<file path="config.mk">
export PLATFORM = sky130hd
export DESIGN_NAME = fft16_stream_ctrl
export DESIGN_NICKNAME = d
export VERILOG_FILES = /design/src/rtl/fft16_stream_ctrl.sv
export SDC_FILE = /design/constraint.sdc
export NUM_CORES = 1
export LEC_CHECK = 0
export ABC_AREA = 1
export CAP_MARGIN = 40
export CORE_MARGIN = 5
export CORE_UTILIZATION = 25
export CTS_CLUSTER_DIAMETER = 40
export DETAILED_ROUTE_END_ITERATION = 8
export PLACE_DENSITY = 0.6
export SYNTH_ARGS = -nofsm -noshare
export SYNTH_HDL_FRONTEND = slang
export SYNTH_SLANG_ARGS = --single-unit
</file>
<file path="constraint.sdc">
create_clock -name CLK -period 3.75 [get_ports CLK]
set_input_delay 0.5625 -clock CLK [delete_from_list [all_inputs] [get_ports CLK]]
set_output_delay 0.5625 -clock CLK [all_outputs]
set_load 0.005 [all_outputs]
</file>
<file path="src/rtl/fft16_stream_ctrl.sv">
`default_nettype none
// ============================================================================
//  Module   : fft16_stream_ctrl
//  Brief    : Frames a ready/valid sample stream into 16-sample frames for a
//             first-stage 16-point FFT pipeline, generates the pipeline clock
//             enable, zero-pads short frames and tags the 8 output beats.
//  Revision : 1.0  initial release
// ============================================================================
module fft16_stream_ctrl #(
    parameter int WIDTH        = 8,
    parameter int MAX_INFLIGHT = 4
) (
    input  logic             CLK,
    input  logic             RST,
    input  logic             s_valid,
    output logic             s_ready,
    input  logic             s_last,
    input  logic [WIDTH-1:0] s_re,
    input  logic [WIDTH-1:0] s_im,
    input  logic             flush,
    output logic             st_ce,
    output logic             st_valid_a,
    output logic [WIDTH-1:0] st_ar,
    output logic [WIDTH-1:0] st_ai,
    input  logic             st_valid_o,
    output logic             m_valid,
    input  logic             m_ready,
    output logic             m_first,
    output logic             m_last,
    output logic             busy,
    output logic [2:0]       inflight,
    output logic             err_framing,
    input  logic             err_clr
);

    localparam logic [1:0] S_IDLE = 2'd0;
    localparam logic [1:0] S_FILL = 2'd1;
    localparam logic [1:0] S_PAD  = 2'd2;

    localparam logic [2:0] c_max_inflight = 3'(MAX_INFLIGHT);
    localparam logic [3:0] c_last_idx     = 4'd15;

    logic [1:0]       state_q, state_d;
    logic [3:0]       in_cnt_q, in_cnt_d;
    logic [2:0]       out_cnt_q;
    logic [2:0]       inflight_q;
    logic             err_q;
    logic             valid_a_q;
    logic [WIDTH-1:0] ar_q, ai_q;

    logic w_ce;
    logic w_ready;
    logic w_accept;
    logic w_pad_beat;
    logic w_frame_start;
    logic w_m_last_hs;
    logic w_frm_err;

    // Output back-pressure freezes the entire pipeline, controller included.
    assign w_ce          = ~(st_valid_o & ~m_ready);
    assign w_accept      = s_valid & w_ready;
    assign w_frame_start = w_accept & (in_cnt_q == 4'd0);
    assign w_m_last_hs   = st_valid_o & m_ready & (out_cnt_q == 3'd7);

    // ------------------------------------------------------------------
    // FSM: state register
    // ------------------------------------------------------------------
    always_ff @(posedge CLK or posedge RST) begin
        if (RST) begin
            state_q  <= S_IDLE;
            in_cnt_q <= 4'd0;
        end else if (w_ce) begin
            state_q  <= state_d;
            in_cnt_q <= in_cnt_d;
        end
    end

    // ------------------------------------------------------------------
    // FSM: next state
    // ------------------------------------------------------------------
    always_comb begin
        state_d   = state_q;
        in_cnt_d  = in_cnt_q;
        w_frm_err = 1'b0;
        case (state_q)
            S_IDLE, S_FILL: begin
                if (w_accept) begin
                    in_cnt_d = in_cnt_q + 4'd1;
                    if (in_cnt_q == c_last_idx) begin
                        // Missing s_last still closes the frame on sample 15.
                        w_frm_err = ~s_last;
                        state_d   = S_IDLE;
                    end else if (s_last) begin
                        w_frm_err = 1'b1;
                        state_d   = S_PAD;
                    end else if (flush) begin
                        state_d = S_PAD;
                    end else begin
                        state_d = S_FILL;
                    end
                end else if ((state_q == S_FILL) && flush && (in_cnt_q != 4'd0)) begin
                    state_d = S_PAD;
                end
            end
            S_PAD: begin
                in_cnt_d = in_cnt_q + 4'd1;
                if (in_cnt_q == c_last_idx) begin
                    state_d = S_IDLE;
                end
            end
            default: begin
                state_d  = S_IDLE;
                in_cnt_d = 4'd0;
            end
        endcase
    end

    // ------------------------------------------------------------------
    // FSM: outputs
    // ------------------------------------------------------------------
    always_comb begin
        w_ready    = w_ce & (state_q != S_PAD) &
                     ~((in_cnt_q == 4'd0) & (inflight_q == c_max_inflight));
        w_pad_beat = w_ce & (state_q == S_PAD);
    end

    // ------------------------------------------------------------------
    // Stage A-input register
    // ------------------------------------------------------------------
    always_ff @(posedge CLK or posedge RST) begin
        if (RST) begin
            valid_a_q <= 1'b0;
            ar_q      <= '0;
            ai_q      <= '0;
        end else if (w_ce) begin
            valid_a_q <= w_accept | w_pad_beat;
            if (w_accept) begin
                ar_q <= s_re;
                ai_q <= s_im;
            end else if (w_pad_beat) begin
                ar_q <= '0;
                ai_q <= '0;
            end
        end
    end

    // ------------------------------------------------------------------
    // Output beat counter and frames-in-flight counter
    // ------------------------------------------------------------------
    always_ff @(posedge CLK or posedge RST) begin
        if (RST) begin
            out_cnt_q  <= 3'd0;
            inflight_q <= 3'd0;
        end else if (w_ce) begin
            if (st_valid_o & m_ready) begin
                out_cnt_q <= out_cnt_q + 3'd1;
            end
            case ({w_frame_start, w_m_last_hs})
                2'b10:   inflight_q <= inflight_q + 3'd1;
                2'b01:   inflight_q <= inflight_q - 3'd1;
                default: inflight_q <= inflight_q;
            endcase
        end
    end

    // Sticky error runs outside the clock enable so err_clr works during a stall.
    always_ff @(posedge CLK or posedge RST) begin
        if (RST) begin
            err_q <= 1'b0;
        end else if (w_frm_err) begin
            err_q <= 1'b1;
        end else if (err_clr) begin
            err_q <= 1'b0;
        end
    end

    assign s_ready     = w_ready;
    assign st_ce       = w_ce;
    assign st_valid_a  = valid_a_q;
    assign st_ar       = ar_q;
    assign st_ai       = ai_q;
    assign m_valid     = st_valid_o;
    assign m_first     = st_valid_o & (out_cnt_q == 3'd0);
    assign m_last      = st_valid_o & (out_cnt_q == 3'd7);
    assign busy        = (state_q != S_IDLE) | (inflight_q != 3'd0);
    assign inflight    = inflight_q;
    assign err_framing = err_q;

endmodule
`default_nettype wire
</file>
==> reports/results.tsv, run 1 <==
metric	value	unit
DR pass1 iterations	4	
leakage	1.062	nW
Post-Synth Simple-Gate Area	0.2787	
clk slew on worst S/H paths	70	ps
Crit. End Element	output port	
First DRT Iteration DRCs	58	
Int Power	1.027	mW
Slew Viols, Final	0	
Vias	1247	
maxcap violations	0	
minimum clock period	2528	ps
core area	5886	sq um
mux cell area share after synthesis	0.007444	
placed insts	299	
Syn Area/Cell	8.595	sq um
xor/xnor share of the synthesized area	0.04053	
largest net degree at the start of global routing	22	
Post-Synthesis Cells	176	
Yosys top cell by area	dfrtp_1	
commonest non-fill, non-tap cell in the layout	nand2_1	
outcome	finished, final reports clean	
CP Launch Type	input port	
Finished Layout Cells	307	
first-pass GRT wire length	5.713	mm
setup TNS	0	ps
Final period util	0.6740	
wire per inst	11.27	um
multi-input logic area	650.6	sq um
num ports	51	
initial antenna violation count	0	
count of cell types in the netlist	25	
Root Driver	clkbuf_8	
WP data arrival	1970	ps
Antenna Cells	0	
adder-cell area share of the yosys netlist	0.06286	
Max FO, Critical Path	4	
Placer Congestion	0.7451	
post-synthesis register bit count	30	
Buffers on Ports	50	
Synth area leaders	dfrtp_1, nand2_1, ha_1	
H-tree levels	2	
post-synth net total	207	
sequential group share of total power	0.368	
Final Skew	5.564	ps
Antenna Violating Nets Remaining	0	
Final #Nets	262	
PD cells	742.0	nW/um^2
clock buffer depth	2	
clock network fraction of total power	0.164	
sw power	0.5871	mW
Final Hold Fails	0	
VDD IR max	0.0002853	V
starting density of the core	0.2570	
postcts setup bufs	0	
Num CTS Buffers	5	
Clock Sinks	30	
Max Freq	395.6	MHz
largest family of logic cells by synthesized area	simple AND/OR/NAND/NOR gates	
DRC	0	
worst-skew pair later-pin latency	280	ps
Total GRT Usage	0.09553	
register area share after synthesis	0.4963	
Die ar.	7706	sq um
# resized after CTS	0	
Sw Ratio	0.3637	
Synth Cell Area	1513	sq um
Crit path required time	3190	ps
FF+latch area	750.7	sq um
RSZ-0062 raised after global routing	false	
number of global-route vias before repair	1171	
fillers	643	
Worst-Margin Slew	818.9	ps
Combinational Power Share	0.467	
Hold WC Path Type	flip-flop to flip-flop	
Power Total	1.614	mW
Synth warnings	0	
Final HPWL DP	2.650	mm
P&R area growth vs syn	43.84	%
CP Class	input port to output port	
final WL	3.460	mm
share of layout cells above drive strength 1	0.1207	
Via density	4.062	
Slew Limit Headroom	0.4535	
Chip Width	87.79	um
GRT Residual Overflow	0	
Die H	87.79	um
most frequent cells in the layout	nand2_1, clkdlybuf4s50_1, dfrtp_1, inv_1	
Hold-fix buffers, CTS	0	
Compound-Gate Fraction of Synth Area	0.04053	
share of the synthesized area in the top cell type	0.4963	
TritonCTS clock tree	yes	
std cell rows	28	
Final setup viols	0	
cells in the mapped netlist:
| master | count |
|---|---|
| or2_2 | 2 |
| o21ai_0 | 1 |
| nand3_4 | 1 |
| nand2_1 | 69 |
| o21ai_2 | 1 |
| buf_4 | 2 |
| inv_2 | 3 |
| nand3_1 | 7 |
| xor2_1 | 4 |
| dfrtp_1 | 30 |
| mux2_2 | 1 |
| xnor2_1 | 3 |
| o21ai_1 | 4 |
| inv_1 | 14 |
| a21oi_1 | 4 |
| nor2_4 | 1 |
| clkinv_2 | 1 |
| inv_4 | 2 |
| nand4_1 | 1 |
| buf_8 | 1 |
| ha_1 | 6 |
| nor2_1 | 8 |
| nand2_2 | 8 |
| fa_1 | 1 |
| o211ai_1 | 1 |
registers in the layout, indices dropped and copies added (netlist names):
register	cells
st_ai	8
in_cnt_q	4
err_framing	1
inflight	3
state_q	2
out_cnt_q	3
st_valid_a	1
st_ar	8
cell type report:
cell class | count | area share
clock buffers | 7 | 0.03968
clock inverters | 1 | 0.002300
inverters | 20 | 0.03738
multi-input cells | 123 | 0.2990
flip-flops and latches | 30 | 0.3450
well taps | 75 | 0.04313
repair buffers | 51 | 0.2335
worst paths after layout:
| kind | startpoint | end | slack, ps | cells past startpoint |
|---|---|---|---|---|
| hold / removal | st_ar[5] | st_ar[5] | 470 | 2 |
| max in group asynchronous | RST | inflight[0] | 2340 | 3 |
| setup reg to reg | in_cnt_q[0] | inflight[2] | 1470 | 14 |
| min in group asynchronous | RST | st_ai[3] | 740 | 2 |
| hold reg to reg | st_ar[5] | st_ar[5] | 470 | 2 |
| setup / recovery | m_ready | s_ready | 1220 | 6 |
through the flow:
step / setup slack [ps] / util / cell area (sq um) / hold slack [ps]
after global routing: 1102 / 0.3697 / 2176 / 507.7
final: 1222 / 0.3697 / 2176 / 468.8
after global placement: 994.9 / 0.3542 / 2085 / 457.3
after floorplan: 1473 / - / 1513 / 465.2
after detailed placement: 940.0 / 0.3542 / 2085 / 460.5
after CTS: 1179 / 0.3697 / 2176 / 473.8
power groups by stage:
stage / Clock, mW / Sequential (mW) / Combinational, mW
after floorplan: 0 / 0.596 / 0.420
after global placement: 0 / 0.599 / 0.758
after detailed placement: 0 / 0.600 / 0.772
after CTS: 0.278 / 0.599 / 0.774
after global routing: 0.289 / 0.626 / 0.859
final: 0.265 / 0.595 / 0.755
metal layers:
layer  share of wire  vias to the layer above  wire length [um]  GRT usage
met2            0.44                       41              1537     0.1425
met5               0                        -                 0          0
met1            0.47                      553              1630     0.1328
li1                -                      650                 -          -
met3           0.077                        3               266    0.02916
met4          0.0072                        0                25    0.02929
logic make-up (layout without fill, tap and decap cells):
logic type,after synthesis,after routing
flops,30,30
fa+ha+maj,7,7
mux,1,1
simple gates,97,97
buf+inv,23,79
xor+xnor,7,7
compound gates,11,11
critical path, cell delays in order:
cell             delay, ps
clkdlybuf4s50_1        480
inv_1                   60
nand2_2                100
nand2_1                 90
a21oi_1                140
clkdlybuf4s50_1        520
Note: power is estimated with default switching activity, not from simulation.
==> run 2: changes to the inputs <==
clock period = 2.5 ns   (was 3.75 ns; I/O delays follow)
==> run 2 against run 1 <==
  * Final cell count increased by 0.98%
  * Sequential power grew 50%
  * Critical path depth is 8 higher
  * Critical path type is now flip-flop to flip-flop
  * Register-to-register slack worse by 1100 ps
  * Combinational power grew 52%
  * Non-clock buffer count up 3
  * Design area increased by 3.4%
  * Flip-flop and latch count unchanged
  * Worst setup slack lost 880 ps
  * First-iteration DRC count down 21%
==> reports/results.tsv, run 2 (same netlist as run 1, synthesis figures left out) <==
metric	value	unit	change
slowest CP cell	dfrtp_1		was clkdlybuf4s50_1
RR Endpoint	inflight[2]		unchanged
Final Skew	7.659	ps	was 5.564 ps
Critical path origin	in_cnt_q[0]		was m_ready
std cell rows	28		unchanged
Final period util	0.8623		
commonest non-fill, non-tap cell in the layout	nand2_1		unchanged
CP Launch Type	flip-flop		was input port
Final setup viols	0		unchanged
Slew Viols, Final	0		unchanged
TritonCTS clock tree	yes		unchanged
Sw Ratio	0.3385		was 0.3637
Final HPWL DP	2.652	mm	was 2.650 mm
Max Freq	463.9	MHz	
Die ar.	7706	sq um	unchanged
Crit. End Element	flip-flop		was output port
worst reg2reg path depth	14		unchanged
sw power	0.8963	mW	was 0.5871 mW
starting density of the core	0.2570		unchanged
outcome	finished, final reports clean		unchanged
top layer in use	met4		unchanged
worst-skew pair later-pin latency	280	ps	about the same
DRC	0		unchanged
VDD IR max	0.0005605	V	was 0.0002853 V
post-layout util	0.3822		was 0.3697
RSZ-0062 raised after global routing	false		unchanged
placed cell areas	2107	sq um	was 2085 sq um
core area	5886	sq um	unchanged
initial antenna violation count	0		unchanged
DR pass1 iterations	4		unchanged
Hold Crit Start	st_ar[4]		was st_ar[5]
First DRT Iteration DRCs	46		was 58
num ports	51		unchanged
final WL	3.506	mm	was 3.460 mm
Int Power	1.751	mW	was 1.027 mW
Die H	87.79	um	unchanged
Num CTS Buffers	5		unchanged
P&R area growth vs syn	48.72	%	was 43.84%
met2 routed WL	1.462	mm	was 1.537 mm
fillers	623		was 643
PD cells	1177	nW/um^2	was 742.0 nW/um^2
crit-path cells	inv_1, ha_1, nand2_2, nor2_4, nand2_2, nand3_4, inv_4, nand2_1, ha_1, inv_1, fa_1, xnor2_1, nand2_1, xor2_1		was clkdlybuf4s50_1, inv_1, nand2_2, nand2_1, a21oi_1, clkdlybuf4s50_1
Final #Nets	265		was 262
Chip Width	87.79	um	unchanged
Slew Limit Headroom	0.7330		was 0.4535
r2r startpoint	in_cnt_q[0]		unchanged
most frequent cells in the layout	nand2_1, clkdlybuf4s50_1, dfrtp_1, inv_1		unchanged
GRT Residual Overflow	0		unchanged
Max FO, Critical Path	4		unchanged
number of global-route vias before repair	1191		was 1171
clock network fraction of total power	0.230		was 0.164
worst setup path endpoint	inflight[2]		was s_ready
Antenna Cells	0		unchanged
Combinational Power Share	0.432		was 0.467
Crit path required time	2670	ps	was 3190 ps
Buffers on Ports	50		unchanged
Root Driver	clkbuf_8		unchanged
WP data arrival	2330	ps	was 1970 ps
clk slew on worst S/H paths	70	ps	about the same
DR WL met3	225	um	was 266 um
minimum clock period	2156	ps	
largest net degree at the start of global routing	31		was 22
Clock Sinks	30		unchanged
Hold WC Path Type	flip-flop to flip-flop		unchanged
crit-path max cell delay	410	ps	was 520 ps
Final Hold Fails	0		unchanged
share of layout cells above drive strength 1	0.1362		was 0.1207
sequential group share of total power	0.337		was 0.368
hold path cells	2		unchanged
setup TNS	0	ps	unchanged
Hold-fix buffers, CTS	0		unchanged
Vias	1223		was 1247
reg2reg setup slack	340	ps	was 1470 ps
Antenna Violating Nets Remaining	0		unchanged
Worst-Margin Slew	400.5	ps	was 818.9 ps
WL met1	1.794	mm	was 1.630 mm
Total GRT Usage	0.09851		was 0.09553
fin area	2250	sq um	was 2176 sq um
postcts setup bufs	0		unchanged
# resized after CTS	0		unchanged
wire per inst	11.31	um	was 11.27 um
clock buffer depth	2		unchanged
maxcap violations	0		unchanged
Via density	3.945		was 4.062
H-tree levels	2		unchanged
CP Class	flip-flop to flip-flop		was input port to output port
leakage	1.099	nW	was 1.062 nW
first-pass GRT wire length	5.858	mm	was 5.713 mm
Placer Congestion	0.7455		was 0.7451
minimum hold slack	472.2	ps	was 468.8 ps
[run 2: layout make-up]
cell class,count,area [sq um],share of cell area
clock buffer,6,82.58,0.03671
clock inverter,2,60.06,0.02670
inverter,20,81.33,0.03615
multi-input combinational,123,650.6,0.2892
sequential,30,750.7,0.3337
tap,75,93.84,0.04171
timing repair buffer,54,530.5,0.2358
[run 2: power by group through the flow]
stage,registers [mW],logic [mW],clock network (mW)
6_report,0.893,1.15,0.610
5_1_grt,0.935,1.32,0.655
4_1_cts,0.896,1.18,0.629
3_5_place_dp,0.895,1.18,0
3_3_place_gp,0.894,1.16,0
2_1_floorplan,0.893,0.630,0
[run 2: worst min path at each step]
stage,endpoint,slack (ps)
floorplan,err_framing,470
global placement,st_ar[5],450
detailed placement,st_ar[6],460
CTS,st_ar[6],480
global route,state_q[1],510
finish,st_ar[4],470
[run 2: worst max-delay path, delay by kind of cell, from the launching register on]
family	cells	cell delay [ps]
adders and majority gates	3	710
and+or+nand+nor	6	470
DFF	1	410
xor gates and xnor gates	2	290
buffers and inverters	3	180
[run 2: routing by layer]
layer	GRT usage	vias to the layer above
met5	0	-
met4	0.02929	0
met3	0.03198	4
met2	0.1390	35
met1	0.1429	535
li1	-	649
[run 2: through the flow]
stage / worst slack, ps / instances / total power, mW
after floorplan: 259.0 / 176 / 1.523
after global placement: 129.9 / 302 / 2.051
after detailed placement: 94.32 / 302 / 2.077
after CTS: 312.7 / 310 / 2.708
after global routing: 177.5 / 310 / 2.910
final: 344.2 / 310 / 2.648
